## src/rtl/debug_dump_ctrl.sv

```systemverilog
// Streams PC, cycle count, register file and data memory to the UART TX as
// little-endian byte sequences after a debug run/step halts the pipeline.
module debug_dump_ctrl #(
    parameter int NB_DATA     = 32,
    parameter int NB_REG      = 5,
    parameter int N_REGS      = 32,
    parameter int NB_ADDR     = 7,
    parameter int N_MEM_WORDS = 32
) (
    input  logic               i_clock,
    input  logic               i_reset,
    input  logic               i_start,
    input  logic [NB_ADDR-1:0] i_pc,
    input  logic [NB_ADDR-1:0] i_cycles,
    input  logic [NB_DATA-1:0] i_reg_data,
    input  logic [NB_DATA-1:0] i_mem_data,
    input  logic               i_tx_done,
    output logic [NB_REG-1:0]  o_addr_reg,
    output logic               o_reg_rd_en,
    output logic [NB_ADDR-1:0] o_addr_mem,
    output logic               o_mem_rd_en,
    output logic               o_tx_start,
    output logic [7:0]         o_tx_data,
    output logic               o_busy,
    output logic               o_done,
    output logic [2:0]         o_dbg_state
);

    localparam int MAX_WORDS = (N_REGS > N_MEM_WORDS) ? N_REGS : N_MEM_WORDS;
    localparam int NB_IDX    = (MAX_WORDS > 1) ? $clog2(MAX_WORDS) : 1;
    localparam logic [NB_IDX-1:0] LAST_REG = NB_IDX'(N_REGS - 1);
    localparam logic [NB_IDX-1:0] LAST_MEM = NB_IDX'(N_MEM_WORDS - 1);

    typedef enum logic [2:0] {
        IDLE     = 3'd0,
        SEND     = 3'd1,
        WAIT_TX  = 3'd2,
        REQ_REG  = 3'd3,
        WAIT_REG = 3'd4,
        REQ_MEM  = 3'd5,
        WAIT_MEM = 3'd6,
        DONE     = 3'd7
    } state_t;

    typedef enum logic [1:0] {
        SRC_PC  = 2'd0,
        SRC_CYC = 2'd1,
        SRC_REG = 2'd2,
        SRC_MEM = 2'd3
    } src_t;

    state_t               state, state_next;
    src_t                 src;
    logic [NB_DATA-1:0]   word;
    logic [1:0]           byte_idx;
    logic [NB_IDX-1:0]    word_idx;
    logic [NB_ADDR-1:0]   cyc_snap;
    logic [NB_REG-1:0]    addr_reg;
    logic [NB_ADDR-1:0]   addr_mem;
    logic                 last_word;

    // UART handshake: o_tx_start is a one-cycle request for o_tx_data; the
    // byte is owned by the TX until i_tx_done pulses, which only WAIT_TX heeds.
    assign last_word = ((src == SRC_REG) && (word_idx == LAST_REG)) ||
                       ((src == SRC_MEM) && (word_idx == LAST_MEM));

    always_comb begin
        state_next = state;
        case (state)
            IDLE:     if (i_start) state_next = SEND;
            SEND:     state_next = WAIT_TX;
            WAIT_TX: begin
                if (i_tx_done) begin
                    if (byte_idx != 2'd3) begin
                        state_next = SEND;
                    end else begin
                        case (src)
                            SRC_PC:  state_next = SEND;
                            SRC_CYC: state_next = REQ_REG;
                            SRC_REG: state_next = last_word ? REQ_MEM : REQ_REG;
                            default: state_next = last_word ? DONE : REQ_MEM;
                        endcase
                    end
                end
            end
            REQ_REG:  state_next = WAIT_REG;
            WAIT_REG: state_next = SEND;
            REQ_MEM:  state_next = WAIT_MEM;
            WAIT_MEM: state_next = SEND;
            DONE:     state_next = IDLE;
            default:  state_next = IDLE;
        endcase
    end

    always_ff @(posedge i_clock) begin
        if (i_reset) begin
            state    <= IDLE;
            src      <= SRC_PC;
            word     <= '0;
            byte_idx <= '0;
            word_idx <= '0;
            cyc_snap <= '0;
            addr_reg <= '0;
            addr_mem <= '0;
        end else begin
            state <= state_next;
            case (state)
                IDLE: begin
                    if (i_start) begin
                        word     <= NB_DATA'(i_pc);
                        cyc_snap <= i_cycles;
                        byte_idx <= '0;
                        word_idx <= '0;
                        src      <= SRC_PC;
                    end
                end
                WAIT_TX: begin
                    if (i_tx_done) begin
                        if (byte_idx != 2'd3) begin
                            word     <= word >> 8;
                            byte_idx <= byte_idx + 2'd1;
                        end else begin
                            // Read addresses are set here so they are already
                            // stable when the strobe rises in REQ_*.
                            case (src)
                                SRC_PC: begin
                                    word     <= NB_DATA'(cyc_snap);
                                    byte_idx <= '0;
                                    src      <= SRC_CYC;
                                end
                                SRC_CYC: begin
                                    word_idx <= '0;
                                    addr_reg <= '0;
                                    src      <= SRC_REG;
                                end
                                SRC_REG: begin
                                    if (last_word) begin
                                        word_idx <= '0;
                                        addr_mem <= '0;
                                        src      <= SRC_MEM;
                                    end else begin
                                        word_idx <= word_idx + 1'b1;
                                        addr_reg <= NB_REG'(word_idx + 1'b1);
                                    end
                                end
                                default: begin
                                    if (!last_word) begin
                                        word_idx <= word_idx + 1'b1;
                                        addr_mem <= NB_ADDR'(word_idx + 1'b1);
                                    end
                                end
                            endcase
                        end
                    end
                end
                WAIT_REG: begin
                    word     <= i_reg_data;
                    byte_idx <= '0;
                end
                WAIT_MEM: begin
                    word     <= i_mem_data;
                    byte_idx <= '0;
                end
                default: ;
            endcase
        end
    end

    assign o_tx_start  = (state == SEND);
    assign o_tx_data   = word[7:0];
    assign o_busy      = (state != IDLE);
    assign o_done      = (state == DONE);
    assign o_reg_rd_en = (state == REQ_REG);
    assign o_mem_rd_en = (state == REQ_MEM);
    assign o_addr_reg  = addr_reg;
    assign o_addr_mem  = addr_mem;
    assign o_dbg_state = state;

endmodule

```

## config.mk

```make
export PLATFORM = sky130hd
export DESIGN_NAME = debug_dump_ctrl
export DESIGN_NICKNAME = d
export VERILOG_FILES = /design/src/rtl/debug_dump_ctrl.sv
export SDC_FILE = /design/constraint.sdc
export NUM_CORES = 1
export LEC_CHECK = 0
export CORE_ASPECT_RATIO = 1.1
export CORE_MARGIN = 1
export CORE_UTILIZATION = 45
export CTS_CLUSTER_DIAMETER = 60
export CTS_CLUSTER_SIZE = 8
export DETAILED_ROUTE_END_ITERATION = 7
export GPL_ROUTABILITY_DRIVEN = 0
export PLACE_DENSITY = 0.86
export SLEW_MARGIN = 0
export SYNTH_ARGS = -nofsm -noshare
export SYNTH_HDL_FRONTEND = slang
export SYNTH_SLANG_ARGS = --single-unit
```

## constraint.sdc

```tcl
create_clock -name i_clock -period 4.45 [get_ports i_clock]
set_input_delay 0.6675 -clock i_clock [delete_from_list [all_inputs] [get_ports i_clock]]
set_output_delay 0.6675 -clock i_clock [all_outputs]
set_load 0.01 [all_outputs]
```

==> reports/summary.txt <==
Yosys cell types = 51
Post-DRT Antenna Nets = 0
critical path's largest stage delay = 0.54 ns
Die Height = 94.0 um
DRC viols = 0
YS warnings = 0
clock sink count = 62
# diodes = 0
post-CTS sizing = 0
Hold WS = 0.450 ns
CP Depth = 4
Via density = 5.45
number of global-route vias before repair = 3240
Max Slew Vio Count = 0
share of layout cells above drive strength 1 = 7.96%
die area = 8050 um^2
largest vdd supply drop = 0.146 mV
Async SR Flop Fraction = 0%
area grow syn2layout = 35.8%
synthesized area per cell = 8.70 um^2
first-pass GRT wire length = 14600 um
CTS Buf Count = 9
mean routed wirelength per cell = 15.0 um
Reg clk slew, reported paths = 0.07 ns
fin crit period = 2.85 ns
Max Buffers Root-to-Sink = 2
placed cell area = 4500 um^2
via count = 3240
initial antenna violation count = 0
unrepaired setup endpoints after global routing = false
WP buf/inv = 2
Setup CP Type = reg -> out
H-tree levels = 3
Slew @ Worst Pin = 0.977 ns
pin count of the biggest net entering global routing = 42
core area = 7470 um^2
Mapped Area = 3460 um^2
endpoints failing setup = 0
synthesized flop and latch total = 62
IO Port Bufs = 108
power per cell area = 287 nW/um^2
CP Capture Type = output pin
routed wire length = 8950 um
worst path required time = 3.78 ns
fillers = 654
FF-to-FF path depth = 5
crit path cell chain = buf_4, nand2_1, nor2_1, clkdlybuf4s50_1
final hold vios = 0
sequential cell area fraction in the yosys report = 35.8%
clk_lat worst skew = 0.33 ns
hpwl dp = 6620 um
Hold WC Path Type = reg -> reg
Slew HR = 34.5%
period utilization = 64.1%
post-CTS setup buffers = 0
status = complete, no violations
EDFF count, synth = 0
cell family with most CP delay = buffers and inverters
Largest register FFs = 32
io pins = 110
Root Driver = clkbuf_8
skew final = 0.00534 ns
Mapped Nets = 488
chip width = 85.6 um
maxcap violations = 0
Nets = 575
Crit Path Max Fanout = 41
total track usage = 23.2%
Post-synth top flop = dfxtp_1
hold buffers post-CTS = 0
Cells after Synth = 398
Finished Cell Area = 4700 um^2
TritonCTS clock tree = yes
setup TNS = 0 ns
GR Overflow Total = 0
starting density of the core = 46.3%
leak pwr = 0.00160 uW
drt first pass iters = 5
Max Clock Freq = 0.351 GHz
CP Launch Type = register
Hold Crit Depth = 2
Top reg by flops = word
row count = 33
Crit-path slowest cell = clkdlybuf4s50_1
1st-iter DRT viols = 153
WP data arrival = 2.18 ns
[per-stage QoR]
step | power, uW | util, % | std cells | setup WS (ns)
after floorplan | 745 | - | 398 | 2.39
after global placement | 850 | 60.3 | 579 | 1.65
after detailed placement | 857 | 60.3 | 579 | 1.55
after CTS | 1350 | 62.9 | 595 | 1.58
after global routing | 1410 | 62.9 | 595 | 1.44
final | 1350 | 62.9 | 595 | 1.60
[area by class of cell]
| cell class | instances | area, um^2 | share of cell area (%) |
|---|---|---|---|
| clock buffers | 12 | 155 | 3.30 |
| clock inverters | 4 | 45.0 | 0.957 |
| inverters | 7 | 26.3 | 0.559 |
| multi-input cells | 294 | 2000 | 42.5 |
| flip-flops and latches | 62 | 1240 | 26.4 |
| well taps | 105 | 131 | 2.79 |
| repair buffers | 111 | 1100 | 23.5 |
[tightest hold or removal path, cell delays in order, from the launching register on]
cell and delay [ns]:
dfxtp_1 0.31, nand2_1 0.05, a21oi_1 0.05
[report_power, final]
group | switching (uW) | internal, uW | leakage, uW
sequential | 17.7 | 572 | 0.000503
combinational | 120 | 137 | 0.000994
clock | 216 | 287 | 0.000106
total | 353 | 995 | 0.00160
[cells by family (layout without fill, tap and decap cells)]
| kind of cell | after synthesis | after routing | synth area share [%] |
|---|---|---|---|
| and+or+nand+nor | 125 | 125 | 18.5 |
| AOI/OAI and AO/OA | 114 | 114 | 22.9 |
| DFF | 62 | 62 | 35.8 |
| muxes | 43 | 43 | 12.6 |
| buffers and inverters | 42 | 134 | 6.39 |
| adders and majority gates | 8 | 8 | 2.89 |
| xor gates and xnor gates | 3 | 3 | 0.759 |
| other | 1 | 1 | 0.108 |
[placed cells by master, fill, tap and decap left out, types with 3 or more instances in the layout]
master | netlist | layout
clkbuf_8 | 0 | 11
clkinv_2 | 0 | 3
a31oi_1 | 9 | 9
dfxtp_1 | 62 | 61
o2bb2ai_1 | 7 | 7
o2bb2ai_2 | 10 | 10
a21oi_1 | 47 | 47
buf_4 | 11 | 3
clkdlybuf4s50_1 | 0 | 108
nand3b_1 | 6 | 6
nor2_1 | 51 | 51
nand2b_1 | 7 | 7
ha_1 | 8 | 8
a211oi_1 | 8 | 8
nor2b_1 | 9 | 9
nand2_1 | 19 | 19
mux2i_1 | 41 | 41
o21ai_0 | 15 | 15
a211o_1 | 8 | 8
nand3_1 | 7 | 7
nand4_1 | 6 | 6
inv_1 | 7 | 7
[synth_stat cells (3+ instances only)]
master | number | area (um^2)
buf_4 | 11 | 82.6
nor2_1 | 51 | 191
clkbuf_1 | 8 | 30.0
nor2b_1 | 9 | 56.3
dfxtp_1 | 62 | 1240
buf_1 | 3 | 11.3
a21oi_1 | 47 | 235
a211oi_1 | 8 | 60.1
nand2_1 | 19 | 71.3
o2bb2ai_2 | 10 | 150
nand3_1 | 7 | 35.0
o21ai_0 | 15 | 75.1
nand3b_1 | 6 | 45.0
mux2i_1 | 41 | 410
ha_1 | 8 | 100
nand2b_1 | 7 | 43.8
o2bb2ai_1 | 7 | 61.3
a211o_1 | 8 | 70.1
a31oi_1 | 9 | 56.3
buf_2 | 12 | 60.1
inv_1 | 7 | 26.3
nand4_1 | 6 | 37.5
[worst paths after layout]
path	from	end	slack, ns
worst max-delay path	o_dbg_state[1]$_SDFFE_PP0P_	o_reg_rd_en	1.60
worst min-delay path	o_addr_reg[4]$_SDFFE_PP0P_	o_addr_reg[4]$_SDFFE_PP0P_	0.45
worst max register to register	o_dbg_state[1]$_SDFFE_PP0P_	word[12]$_SDFFE_PP0P_	1.65
worst min register to register	o_addr_reg[4]$_SDFFE_PP0P_	o_addr_reg[4]$_SDFFE_PP0P_	0.45
[per-layer routing]
layer | part of all wire, % | track usage [%] | vias up
met5 | 0 | 0 | -
met4 | 2.3 | 10.4 | 0
met3 | 3.1 | 4.75 | 20
met2 | 55 | 43.0 | 91
met1 | 40 | 25.4 | 1524
li1 | - | - | 1605
Power figures use the tool's default switching activity.
